==> src/rtl/ddio_clk_pkg.sv <==
// rtl/ddio_clk_pkg.sv - shared types and helpers for the DDIO clock sequencer
package ddio_clk_pkg;

  typedef enum logic [1:0] {
    IDLE   = 2'd0,
    WARMUP = 2'd1,
    RUN    = 2'd2,
    DRAIN  = 2'd3
  } seq_state_t;

  // Level driven on datain_h while running; datain_l always carries the inverse.
  function automatic logic run_high_level(input logic clk_inv);
    return ~clk_inv;
  endfunction

  function automatic int max_int(input int a, input int b);
    return (a > b) ? a : b;
  endfunction

endpackage

==> src/rtl/ddio_seq_counter.sv <==
// rtl/ddio_seq_counter.sv - loadable down-counter with zero flag, saturating at zero
module ddio_seq_counter #(
  parameter int CNT_W = 4
) (
  input  logic             outclock,
  input  logic             aclr,
  input  logic             load,
  input  logic [CNT_W-1:0] load_val,
  input  logic             dec,
  output logic             zero
);

  logic [CNT_W-1:0] count;

  always_ff @(posedge outclock or posedge aclr) begin
    if (aclr) begin
      count <= '0;
    end else if (load) begin
      count <= load_val;
    end else if (dec && (count != '0)) begin
      count <= count - CNT_W'(1);
    end
  end

  assign zero = (count == '0);

endmodule

==> src/rtl/ddio_clk_sequencer.sv <==
// rtl/ddio_clk_sequencer.sv - parks, warms up, runs and drains the SDRAM clock
// driven through altddio_out, with CKE/ready handshake to the memory controller.
module ddio_clk_sequencer
  import ddio_clk_pkg::*;
#(
  parameter int WIDTH         = 1,
  parameter int WARMUP_CYCLES = 16,
  parameter int DRAIN_CYCLES  = 4,
  parameter bit CLK_INV       = 1'b1,
  parameter bit PARK_LEVEL    = 1'b0
) (
  input  logic             outclock,
  input  logic             aclr,
  input  logic             start_req,
  input  logic             stop_req,
  output logic [WIDTH-1:0] ddio_h,
  output logic [WIDTH-1:0] ddio_l,
  output logic             ddio_oe,
  output logic             cke,
  output logic             ready,
  output logic             busy,
  output logic             stopped
);

  localparam int               MAX_CYC    = max_int(WARMUP_CYCLES, DRAIN_CYCLES);
  localparam int               CNT_W      = $clog2(MAX_CYC + 1);
  localparam logic [CNT_W-1:0] WARM_LOAD  = CNT_W'(WARMUP_CYCLES - 1);
  localparam logic [CNT_W-1:0] DRAIN_LOAD = CNT_W'(DRAIN_CYCLES - 1);
  localparam logic             RUN_H      = run_high_level(CLK_INV);
  localparam logic             RUN_L      = ~RUN_H;

  seq_state_t       state, state_nxt;
  logic             cnt_load, cnt_dec, cnt_zero;
  logic [CNT_W-1:0] cnt_load_val;

  logic [WIDTH-1:0] h_nxt, l_nxt;
  logic             oe_nxt, cke_nxt, busy_nxt, stopped_nxt;

  ddio_seq_counter #(
    .CNT_W (CNT_W)
  ) u_counter (
    .outclock (outclock),
    .aclr     (aclr),
    .load     (cnt_load),
    .load_val (cnt_load_val),
    .dec      (cnt_dec),
    .zero     (cnt_zero)
  );

  // Stop is evaluated ahead of warm-up expiry so an abort never lets CKE rise.
  always_comb begin
    state_nxt    = state;
    cnt_load     = 1'b0;
    cnt_load_val = '0;
    cnt_dec      = 1'b0;
    case (state)
      IDLE: begin
        if (start_req) begin
          state_nxt    = WARMUP;
          cnt_load     = 1'b1;
          cnt_load_val = WARM_LOAD;
        end
      end
      WARMUP: begin
        if (stop_req) begin
          state_nxt    = DRAIN;
          cnt_load     = 1'b1;
          cnt_load_val = DRAIN_LOAD;
        end else if (cnt_zero) begin
          state_nxt = RUN;
        end else begin
          cnt_dec = 1'b1;
        end
      end
      RUN: begin
        if (stop_req) begin
          state_nxt    = DRAIN;
          cnt_load     = 1'b1;
          cnt_load_val = DRAIN_LOAD;
        end
      end
      DRAIN: begin
        if (cnt_zero) begin
          state_nxt = IDLE;
        end else begin
          cnt_dec = 1'b1;
        end
      end
      default: state_nxt = IDLE;
    endcase
  end

  // Outputs are decoded from the next state so every output is a flop aligned with state.
  always_comb begin
    h_nxt       = {WIDTH{PARK_LEVEL}};
    l_nxt       = {WIDTH{PARK_LEVEL}};
    oe_nxt      = 1'b0;
    cke_nxt     = 1'b0;
    busy_nxt    = 1'b0;
    stopped_nxt = 1'b0;
    if (state_nxt != IDLE) begin
      h_nxt  = {WIDTH{RUN_H}};
      l_nxt  = {WIDTH{RUN_L}};
      oe_nxt = 1'b1;
    end
    if (state_nxt == RUN) begin
      cke_nxt = 1'b1;
    end
    if ((state_nxt == WARMUP) || (state_nxt == DRAIN)) begin
      busy_nxt = 1'b1;
    end
    if ((state == DRAIN) && (state_nxt == IDLE)) begin
      stopped_nxt = 1'b1;
    end
  end

  always_ff @(posedge outclock or posedge aclr) begin
    if (aclr) begin
      state   <= IDLE;
      ddio_h  <= {WIDTH{PARK_LEVEL}};
      ddio_l  <= {WIDTH{PARK_LEVEL}};
      ddio_oe <= 1'b0;
      cke     <= 1'b0;
      ready   <= 1'b0;
      busy    <= 1'b0;
      stopped <= 1'b0;
    end else begin
      state   <= state_nxt;
      ddio_h  <= h_nxt;
      ddio_l  <= l_nxt;
      ddio_oe <= oe_nxt;
      cke     <= cke_nxt;
      ready   <= cke_nxt;
      busy    <= busy_nxt;
      stopped <= stopped_nxt;
    end
  end

endmodule

==> config.mk <==
export PLATFORM = sky130hd
export DESIGN_NAME = ddio_clk_sequencer
export DESIGN_NICKNAME = d
export VERILOG_FILES = /design/src/rtl/ddio_clk_pkg.sv /design/src/rtl/ddio_seq_counter.sv /design/src/rtl/ddio_clk_sequencer.sv
export SDC_FILE = /design/constraint.sdc
export NUM_CORES = 1
export LEC_CHECK = 0
export BUFFER_PORTS_ARGS = -buffer_cell sky130_fd_sc_hd__clkbuf_2
export CAP_MARGIN = 30
export CORE_MARGIN = 10
export CORE_UTILIZATION = 35
export CTS_BUF_LIST = sky130_fd_sc_hd__clkbuf_16
export CTS_CLUSTER_SIZE = 30
export DETAILED_ROUTE_END_ITERATION = 8
export GPL_TIMING_DRIVEN = 0
export MAX_ROUTING_LAYER = met4
export PLACE_DENSITY = 0.6
export SLEW_MARGIN = 10
export SYNTH_ARGS = -nofsm -noshare
export SYNTH_HDL_FRONTEND = slang
export SYNTH_SLANG_ARGS = --single-unit
==> constraint.sdc <==
create_clock -name outclock -period 2.5 [get_ports outclock]
set_clock_uncertainty 0.15 [all_clocks]
set_input_delay 0.125 -clock outclock [delete_from_list [all_inputs] [get_ports outclock]]
set_output_delay 0.125 -clock outclock [all_outputs]
set_load 0.01 [all_outputs]
==> flow_summary.toml <==
[synthesis]
yosysMostFrequentCell = "dfrtp_1"
synth_top_cell_by_area = "dfrtp_1"
synth-seq-cells = 11
async_reset_ff_frac = 1.00
syn_nets = 78
synth_area_leaders = "dfrtp_1, ha_1, o211ai_1, inv_1, buf_4"
ys_warn_count = 0
synth_edf_count = 0
synth_area_um2 = 692
synth_top_area_frac = 0.398
syn-mean-instance-area_um2 = 10.3
syn_inst = 67
yosysSeqAreaShare = 0.398
ys.flop_type = "dfrtp_1"
synth_top_cells_by_count = "dfrtp_1, ha_1, inv_1, o211ai_1"
synth_cell_types = 30

[sta]
fmax_ghz = 0.502
hold_viol_final = 0
setup_violations = 0
setup-tns-final_ns = 0
rsz0062_at_grt = "no"
slew_violations = 0
period_share = 0.797
slew_headroom = 0.664
tightest_slew_ns = 0.500
min_period_ns = 1.99

[finish]
fin_nets = 93
antenna_cells = 0
area_growth_pct = 24.2
fill_cells = 189
final_util = 0.447
layout-drive-gt1-share = 0.247

[clock_network]
cts.sinks = 11
cts_tree = "built"
clkTransAtPathRegs_ns = 0.04
tritoncts.num_buffers = 3
cts_root_buf = "clkbuf_16"
cts_hold_buf = 1
htree_levels = 1
cts_resized = 0
clk_latency_ns = 0.23
cts_setup_buffers = 0
cts_buffer_depth = 2

[detailed_routing]
route.detailed.drc = 0
totalWireLength_mm = 1.25
avgViaCountPerCell = 4.69
num_vias = 507
first_iter_violations = 6
postRouteAntennaNets = 0
wire_per_inst_um = 11.6
dr.pass1.iters = 4

[power_and_ir_drop]
switching_share = 0.388
switchingPower_mw = 0.458
seqPwrFrac = 0.281
combPwrFrac = 0.480
p_int_mw = 0.722
p_leak_nw = 0.404
vdd_ir_drop_max_v = 0.000509
power_density_nw_per_um2 = 1370
power_frac_clock = 0.239

[floorplanning]
rows = 16
die_h_um = 64.5
ios = 11
initial_core_util = 0.360
chipWidth_um = 64.5
dieArea_um2 = 4160
core_area_um2 = 1920

[run]
maxCapViolCount = 0

[worst_hold_path]
hold_path.class = "input pin to flip-flop"
holdPathStages = 3
hp-start = "stop_req"
min_to = "busy"

[critical_path]
worstPathMaxFanout = 6
r2r_start = "u_counter.count[0]"
crit_type = "flip-flop to flip-flop"
rr_worst_depth = 7
regToRegSetupSlack_ns = 0.51
start_kind = "flip-flop"
regToRegEndpoint = "stopped"
crit_start = "u_counter.count[0]"
critPathRequiredTime_ns = 2.44
critPathMaxStageDelay_ns = 0.45
critPathSlowestCell = "or4b_4"
cp_cell_sequence = "inv_1 > ha_1 > or4b_4 > buf_6 > a21bo_1 > a31oi_4 > nor3_1"
crit_arrival_ns = 1.94
cp-end-kind = "flip-flop"

[placed_design]
port_buffers = 9
dpl.hpwl_mm = 1.05
gp_congestion = 0.758

[global_routing]
grt_max_degree = 12
grt_pass1_vias = 506
grt_overflow_total = 0
grt_pass1_wl_mm = 2.28
gr-usage-all-layers = 0.0704
antenna_found_initial = 0

[outcome]
status = "finished clean"
-- stage by stage --
| step | power, mW | instances | instance area [µm²] | setup slack (ns) | hold slack, ns |
|---|---|---|---|---|---|
| detailed placement | 0.906 | 103 | 771 | 0.494 | -0.0327 |
| CTS | 1.19 | 108 | 860 | 0.487 | 0.0760 |
| floorplan | 0.765 | 67 | 692 | 0.604 | -0.173 |
| global route | 1.29 | 108 | 860 | 0.369 | 0.108 |
| finish | 1.18 | 108 | 860 | 0.509 | 0.0836 |
| global placement | 0.884 | 103 | 771 | 0.528 | -0.0304 |
-- cell families (layout without fill, tap and decap cells) --
logic type                 Yosys count  in the layout  synth area share
buffers and inverters               11             25            0.0868
adders and majority gates            7              7             0.127
xor gates and xnor gates             3              3            0.0380
DFF                                 11             11             0.398
other                                1              1           0.00542
AOI/OAI and AO/OA                   17             17             0.195
and+or+nand+nor                     17             17             0.150
-- how the worst max path moves through the flow --
stage | endpoint | slack [ns] | cells after the start
2_1_floorplan | stopped | 0.60 | 7
3_3_place_gp | ddio_oe | 0.53 | 7
3_5_place_dp | stopped | 0.49 | 7
4_1_cts | stopped | 0.49 | 7
5_1_grt | u_counter.count[4] | 0.37 | 6
6_report | stopped | 0.51 | 7
-- layout by cell type, fill, tap and decap left out, drive strengths merged, types with 2 or more instances in the layout --
cell    synthesis  layout
clkbuf          0      12
dfrtp          11      11
inv             7       8
ha              7       7
o211ai          4       4
o21ai           4       4
buf             4       4
nand2           3       3
nor2            3       3
nor3            3       3
nand3           2       2
o31ai           2       2
xor2            2       2
a31oi           2       2
-- worst max-delay path, delay by kind of cell (launching register included) --
| family | cells | cell delay, ns |
|---|---|---|
| DFF | 1 | 0.36 |
| adders and majority gates | 1 | 0.15 |
| and+or+nand+nor | 2 | 0.52 |
| AOI/OAI and AO/OA | 2 | 0.40 |
| buffers and inverters | 2 | 0.26 |
-- area by class of cell --
| cell class | count | area (µm²) | area share |
|---|---|---|---|
| inverter | 7 | 26.3 | 0.0306 |
| multi-input combinational | 45 | 357 | 0.415 |
| sequential | 11 | 275 | 0.320 |
| tap | 27 | 33.8 | 0.0393 |
| buffer | 4 | 33.8 | 0.0393 |
| clock inverter | 1 | 3.75 | 0.00437 |
| timing repair buffer | 10 | 55.1 | 0.0640 |
| clock buffer | 3 | 75.1 | 0.0873 |
-- metal layers --
layer	global-route usage	vias to the layer above	wire (µm)
li1	-	256	-
met1	0.0778	234	522
met2	0.107	13	616
met3	0.0155	4	67
met4	0.0561	0	42
met5	-	-	0
-- power by group through the flow --
stage                     clock network (mW)  logic [mW]  registers (mW)
after global routing                   0.305       0.643           0.344
after detailed placement                   0       0.573           0.333
after global placement                     0       0.555           0.329
final                                  0.282       0.567           0.331
after floorplan                            0       0.433           0.332
after CTS                              0.285       0.577           0.332
-- flip-flops by register name, indices dropped and copies added (netlist names) --
register         count
ready                1
u_counter.count      5
busy                 1
ddio_oe              1
state                2
stopped              1
Power figures use the tool's default switching activity.
